==> src/rtl/csa_resolve.sv <==
// Carry-propagate resolver: folds a carry-save sum/carry pair into one binary word,
// resolving chunk_p bits per clock so the critical path is a single chunk_p-bit adder.
module csa_resolve #(
    parameter int width_p = 16,
    parameter int chunk_p = 4
) (
    input  logic               clk,
    input  logic               rst_n,
    input  logic               in_valid_i,
    output logic               in_ready_o,
    input  logic [width_p-1:0] s_i,
    input  logic [width_p-1:0] c_i,
    output logic               out_valid_o,
    input  logic               out_ready_i,
    output logic [width_p-1:0] res_o,
    output logic [1:0]         state_o
);

    // Handshakes: a transfer happens on a rising edge where valid && ready are both 1.
    // in_ready_o and out_valid_o decode the state register only, so neither depends
    // combinationally on in_valid_i or out_ready_i.

    localparam int n_lp   = width_p / chunk_p;
    localparam int k_w_lp = (n_lp > 1) ? $clog2(n_lp) : 1;
    localparam int sum_w_lp = chunk_p + 1;

    typedef enum logic [1:0] {
        IDLE = 2'd0,
        BUSY = 2'd1,
        DONE = 2'd2
    } state_e;

    state_e              state_r, state_n;
    logic [width_p-1:0]  s_r, c_r, res_r, res_n;
    logic [k_w_lp-1:0]   k_r;
    logic                carry_r;
    logic                accept, last;
    logic [chunk_p-1:0]  s_ch, c_ch;
    logic [chunk_p:0]    sum_ch;

    assign accept = in_valid_i && in_ready_o;
    assign last   = (k_r == k_w_lp'(n_lp - 1));

    always_ff @(posedge clk or negedge rst_n) begin
        if (!rst_n) state_r <= IDLE;
        else        state_r <= state_n;
    end

    always_comb begin
        state_n = state_r;
        case (state_r)
            IDLE:    if (accept)      state_n = BUSY;
            BUSY:    if (last)        state_n = DONE;
            DONE:    if (out_ready_i) state_n = IDLE;
            default:                  state_n = IDLE;
        endcase
    end

    always_comb begin
        in_ready_o  = (state_r == IDLE);
        out_valid_o = (state_r == DONE);
        state_o     = state_r;
    end

    // Select chunk k of both operands, add with the rippled carry, merge into the result.
    always_comb begin
        s_ch  = '0;
        c_ch  = '0;
        res_n = res_r;
        for (int i = 0; i < n_lp; i++) begin
            if (k_r == k_w_lp'(i)) begin
                s_ch = s_r[i*chunk_p +: chunk_p];
                c_ch = c_r[i*chunk_p +: chunk_p];
            end
        end
        sum_ch = {1'b0, s_ch} + {1'b0, c_ch} + sum_w_lp'(carry_r);
        for (int i = 0; i < n_lp; i++) begin
            if (k_r == k_w_lp'(i)) res_n[i*chunk_p +: chunk_p] = sum_ch[chunk_p-1:0];
        end
    end

    // The carry vector is pre-shifted at accept; its MSB falls off, giving the mod 2^width wrap.
    always_ff @(posedge clk or negedge rst_n) begin
        if (!rst_n) begin
            s_r     <= '0;
            c_r     <= '0;
            res_r   <= '0;
            k_r     <= '0;
            carry_r <= 1'b0;
        end else if (accept) begin
            s_r     <= s_i;
            c_r     <= c_i << 1;
            k_r     <= '0;
            carry_r <= 1'b0;
        end else if (state_r == BUSY) begin
            res_r   <= res_n;
            carry_r <= sum_ch[chunk_p];
            k_r     <= last ? '0 : k_r + k_w_lp'(1);
        end
    end

    assign res_o = res_r;

endmodule
==> config.mk <==
export PLATFORM = sky130hd
export DESIGN_NAME = csa_resolve
export DESIGN_NICKNAME = d
export VERILOG_FILES = /design/src/rtl/csa_resolve.sv
export SDC_FILE = /design/constraint.sdc
export NUM_CORES = 1
export LEC_CHECK = 0
export ABC_AREA = 1
export CORE_MARGIN = 4
export CORE_UTILIZATION = 54
export CTS_CLUSTER_SIZE = 12
export DETAILED_ROUTE_END_ITERATION = 7
export PLACE_DENSITY = 0.9
export SYNTH_ARGS = -nofsm -noshare
export SYNTH_HDL_FRONTEND = slang
export SYNTH_SLANG_ARGS = --single-unit
export TNS_END_PERCENT = 20
==> constraint.sdc <==
create_clock -name clk -period 5.2 [get_ports clk]
set_input_delay 0.78 -clock clk [delete_from_list [all_inputs] [get_ports clk]]
set_output_delay 0.78 -clock clk [all_outputs]
set_load 0.05 [all_outputs]
==> Word-level counts from Yosys, hierarchy flattened <==
Cells that the tools add are included.
{ "word_totals": {"regBits": 52, "input_bits": 36, "out_inout_bits": 20, "word_cells": 47} }
{ "op_classes": {"add_sub_neg": 3, "eq_ne": 8, "muxes": 17, "bitwise_logic": 1, "reduce_logical": 9} }
{ "op_table": {"columns": ["cell", "count"], "rows": [
  ["4-bit 2-to-1 mux", 8],
  ["3-bit AND reduction", 5],
  ["2-bit 2-to-1 mux", 6],
  ["2-bit == test, second input constant", 3],
  ["2-bit case mux with 3 select lines", 1],
  ["4-bit by 4-bit adder with 5-bit output", 1],
  ["5-bit by 1-bit adder with 5-bit output", 1],
  ["2-bit by 1-bit == test with 1-bit output, second input constant", 2],
  ["2-bit logical NOT", 2],
  ["2-bit by 1-bit != test with 1-bit output, second input constant", 2],
  ["2-bit by 1-bit adder with 2-bit output, second input constant", 1],
  ["1-bit 2-to-1 mux", 2],
  ["2-bit != test, second input constant", 1],
  ["2-bit nonzero test", 1],
  ["1-bit logical AND", 1],
  ["1-bit inverter", 1]
]} }

==> Logic depth before layout (Yosys ltp) <==
{ "depth": {"depth_word": 9, "ltp_mapped": 15} }

==> Worst setup path after synthesis <==
OpenSTA, ideal clock, no wires.
{ "synth_timing": {"path_type": "reg2reg", "start": "register k_r[0]", "end": "register res_r[10] (netlist: res_o[10])", "arrival_ps": 2392, "setup_slack_ps": 2743, "path_stages_with_launch": 14, "cell_sequence": "dfrtp_1 > inv_1 > ha_1 > buf_4 > inv_2 > buf_6 > nand2_1 > nand2_1 > o21ai_0 > fa_1 > fa_1 > xnor2_1 > nand2_1 > nand2_1"} }
{ "synth_between": {"elab_chain_len": 7} }
{ "synth_rtl": {"columns": ["element", "line", "rtl"], "rows": [
  ["start, declared", "35", "logic [k_w_lp-1:0] k_r;"],
  ["start signal, assigned", "98", "k_r <= last ? '0 : k_r + k_w_lp'(1);"],
  ["2-bit logical NOT", "71", "if (k_r == k_w_lp'(i)) begin"],
  ["4-bit 2-to-1 mux (4 in series)", "71", null],
  ["4-bit by 4-bit adder with 5-bit output", "76", "sum_ch = {1'b0, s_ch} + {1'b0, c_ch} + sum_w_lp'(carry_r);"],
  ["5-bit by 1-bit adder with 5-bit output", "76", null],
  ["end signal, assigned", "96", "res_r <= res_n;"],
  ["end, declared", "34", "logic [width_p-1:0] s_r, c_r, res_r, res_n;"]
]} }
Parallel ways exist; a longest one is shown, timed or not.
A chain may end at the register's enable or synchronous reset.

==> Final worst setup path <==
{ "layout_timing": {"start": "register k_r[1]", "end": "register res_r[6] (netlist: res_o[6])"} }
Same word-level chain as after synthesis.

==> run metrics <==
Worst path top cell family by delay adder cells; core footprint between 4000 and 5000 um2; n_diodes 0; detailed-route via count between 2000 and 2500; placed instance area between 3000 and 4000 um2; asr flop ratio synth 100%; DR WL/cell between 10 and 15 um; Final #Nets roughly 400; leak pwr 1.59 nW; slew margin rel. between 20% and 30%; Row Count 24; hold_sp res_o[14]$_DFFE_PN0P_; post-CTS sizing 0; endpoints failing hold 0; Synth cell types 24; uppermost layer routed met4; Layout Cells excl Fill between 400 and 500; GR Util All Layers between 10% and 20%; Crit-path slowest cell ha_1; Initial DRC Count roughly 120; Slew Limit Fails 0; post-layout util between 70% and 80%; initial antenna violation count 0; worst hold margin 484 ps; Mapped Nets around 350; largest net degree at the start of global routing 53; DP Cell Count approximately 400; total number of yosys warnings 0; Hold Path Class reg2reg; Peak VDD IR between 0.3 and 0.4 mV; vias in the first global route 2076; RePlAce Congestion slightly above 0.8; RSZ-0062 raised after global routing no; first-pass GRT wire length 9.07 mm; Worst Setup Path Type reg2reg; wire length on met2 2.63 mm; CTS clk-pin slew, worst paths ~90 ps; WL met3 around 330 um; Finished Cell Area 3120 um2; Die X 76.4 um; CP dominant cell by count nand2_1; pwr dens 721 nW/um2; grt ovf 0; fin crit share a little under three fifths; insertion delay to the later sink of the worst-skew pair 310 ps; DRT antenna net count 0; post-synthesis sequential area ratio roughly half; CTS max path bufs 2; WP data required about 5500 ps; layout cells sized above 1 between 8 and 9%; Worst Setup Slack, final between 2000 and 2500 ps; Fmax about 0.35 GHz; H-Tree Depth 2; Synth Instances about 300; Routed WL between 5 and 6 mm; vias per cell between 5 and 6; Tot Pwr about 2.3 mW; WP buf/inv 1; critical-path maximum fanout 11; hold buffer count at CTS 0; critical-path cell list inv_1 -> ha_1 -> nand2_1 -> o21ai_0 -> nand2_1 -> nand2_1 -> o21ai_0 -> fa_1 -> fa_1 -> xnor2_1 -> nand2_1 -> nand2_1; remaining design rule violation count 0; Sinks on Clock Net 52; Post-Place Setup Slack around 2400 ps; die footprint between 5000 and 6000 um2; max_cap viols 0; crit path time final approximately 2900 ps; CP startpoint k_r[1]$_DFFE_PN0P_; Post-synth EDFFs 0; status complete, no violations; CTS tree done; IO Pins 56; met1 WL 2.19 mm; DP HPWL slightly below 4 mm; setup TNS 0 ps; Clock Skew between 4 and 5 ps; worst path arrival time roughly 3100 ps; Syn Area/Cell between 8 and 9 um2; slowest stage delay, CP ~470 ps; FF-to-FF Start k_r[1]$_DFFE_PN0P_; CTS root buffer clkbuf_8; Worst setup EP type flip-flop; commonest non-fill, non-tap cell in the layout nand2_1; Post-Syn Area ~2500 um2; TritonCTS buffer count 5; Worst Tran Pin Value ~1100 ps; input/output buffers 54; starting density of the core between 50% and 60%; Area Growth Syn to Fin 23.6%; CP Launch Type flip-flop; commonest non-fill, non-tap cells in the layout nand2_1, clkdlybuf4s50_1, dfrtp_1; DRT Pass-1 Iters 4; endpoints failing setup 0; die height roughly 76 um; postcts setup bufs 0; flops & latches, synth between 50 and 60; dominant synthesized flop cell dfrtp_1
## report_power, final
part	total [mW]	switching [mW]	internal, mW	leakage, nW
clock	0.238	0.131	0.106	0.0510
sequential	0.712	0.118	0.594	0.651
combinational	1.30	0.865	0.437	0.886
## sequential cells by signal, summed over array words and instances, names as in the netlist
name,flops
res_o,16
s_r,16
c_r,15
k_r,2
state_o,2
carry_r,1
## metal layers
| metal | global-route usage, % | up-vias |
|---|---|---|
| li1 | - | 1035 |
| met1 | 23.0 | 939 |
| met2 | 32.7 | 71 |
| met3 | 4.37 | 12 |
| met4 | 8.15 | 0 |
| met5 | 0 | - |
## cells by family after synthesis
kind of cell    synth area share [%]
compound gates                  6.24
buf+inv                         6.63
xor+xnor                       0.347
fa+ha+maj                       5.05
flops                           51.5
simple gates                    30.2
## tightest hold or removal path, delay by kind of cell (launching register included)
kind | cells | cell delay, ps
DFF | 1 | 360
and+or+nand+nor | 2 | 100
## Yosys cell counts, types with 2 or more instances
| library cell | instances | area, um2 |
|---|---|---|
| nor2_2 | 2 | 12.5 |
| a31oi_1 | 2 | 12.5 |
| ha_1 | 7 | 87.6 |
| buf_4 | 5 | 37.5 |
| inv_2 | 6 | 22.5 |
| o21ai_1 | 5 | 25.0 |
| a21oi_1 | 13 | 65.1 |
| buf_6 | 4 | 45.0 |
| inv_1 | 9 | 33.8 |
| nand3_1 | 14 | 70.1 |
| nor2_1 | 6 | 22.5 |
| nand2_1 | 153 | 574 |
| nand2_4 | 3 | 33.8 |
| o21ai_2 | 2 | 17.5 |
| fa_1 | 2 | 40.0 |
| nor2_4 | 4 | 45.0 |
| dfrtp_1 | 52 | 1300 |
| o21ai_0 | 6 | 30.0 |
## worst paths after layout
check	endpoint	slack (ps)	cells past startpoint
worst max-delay path	res_o[6]$_DFFE_PN0P_	2310	12
worst min-delay path	res_o[14]$_DFFE_PN0P_	480	2
worst max register to register	res_o[6]$_DFFE_PN0P_	2310	12
worst min register to register	res_o[14]$_DFFE_PN0P_	480	2
max in group asynchronous	c_r[7]$_DFFE_PN0P_	3850	1
min in group asynchronous	state_o[1]$_DFFE_PN0P_	680	1
## final cells by class
class | count | area [um2]
fillers | 353 | 1320
flip-flops and latches | 52 | 1300
multi-input cells | 222 | 1060
repair buffers | 54 | 536
clock buffers | 6 | 82.6
inverters | 17 | 71.3
well taps | 52 | 65.1
clock inverters | 2 | 10.0
Note: power is estimated with default switching activity, not from simulation.
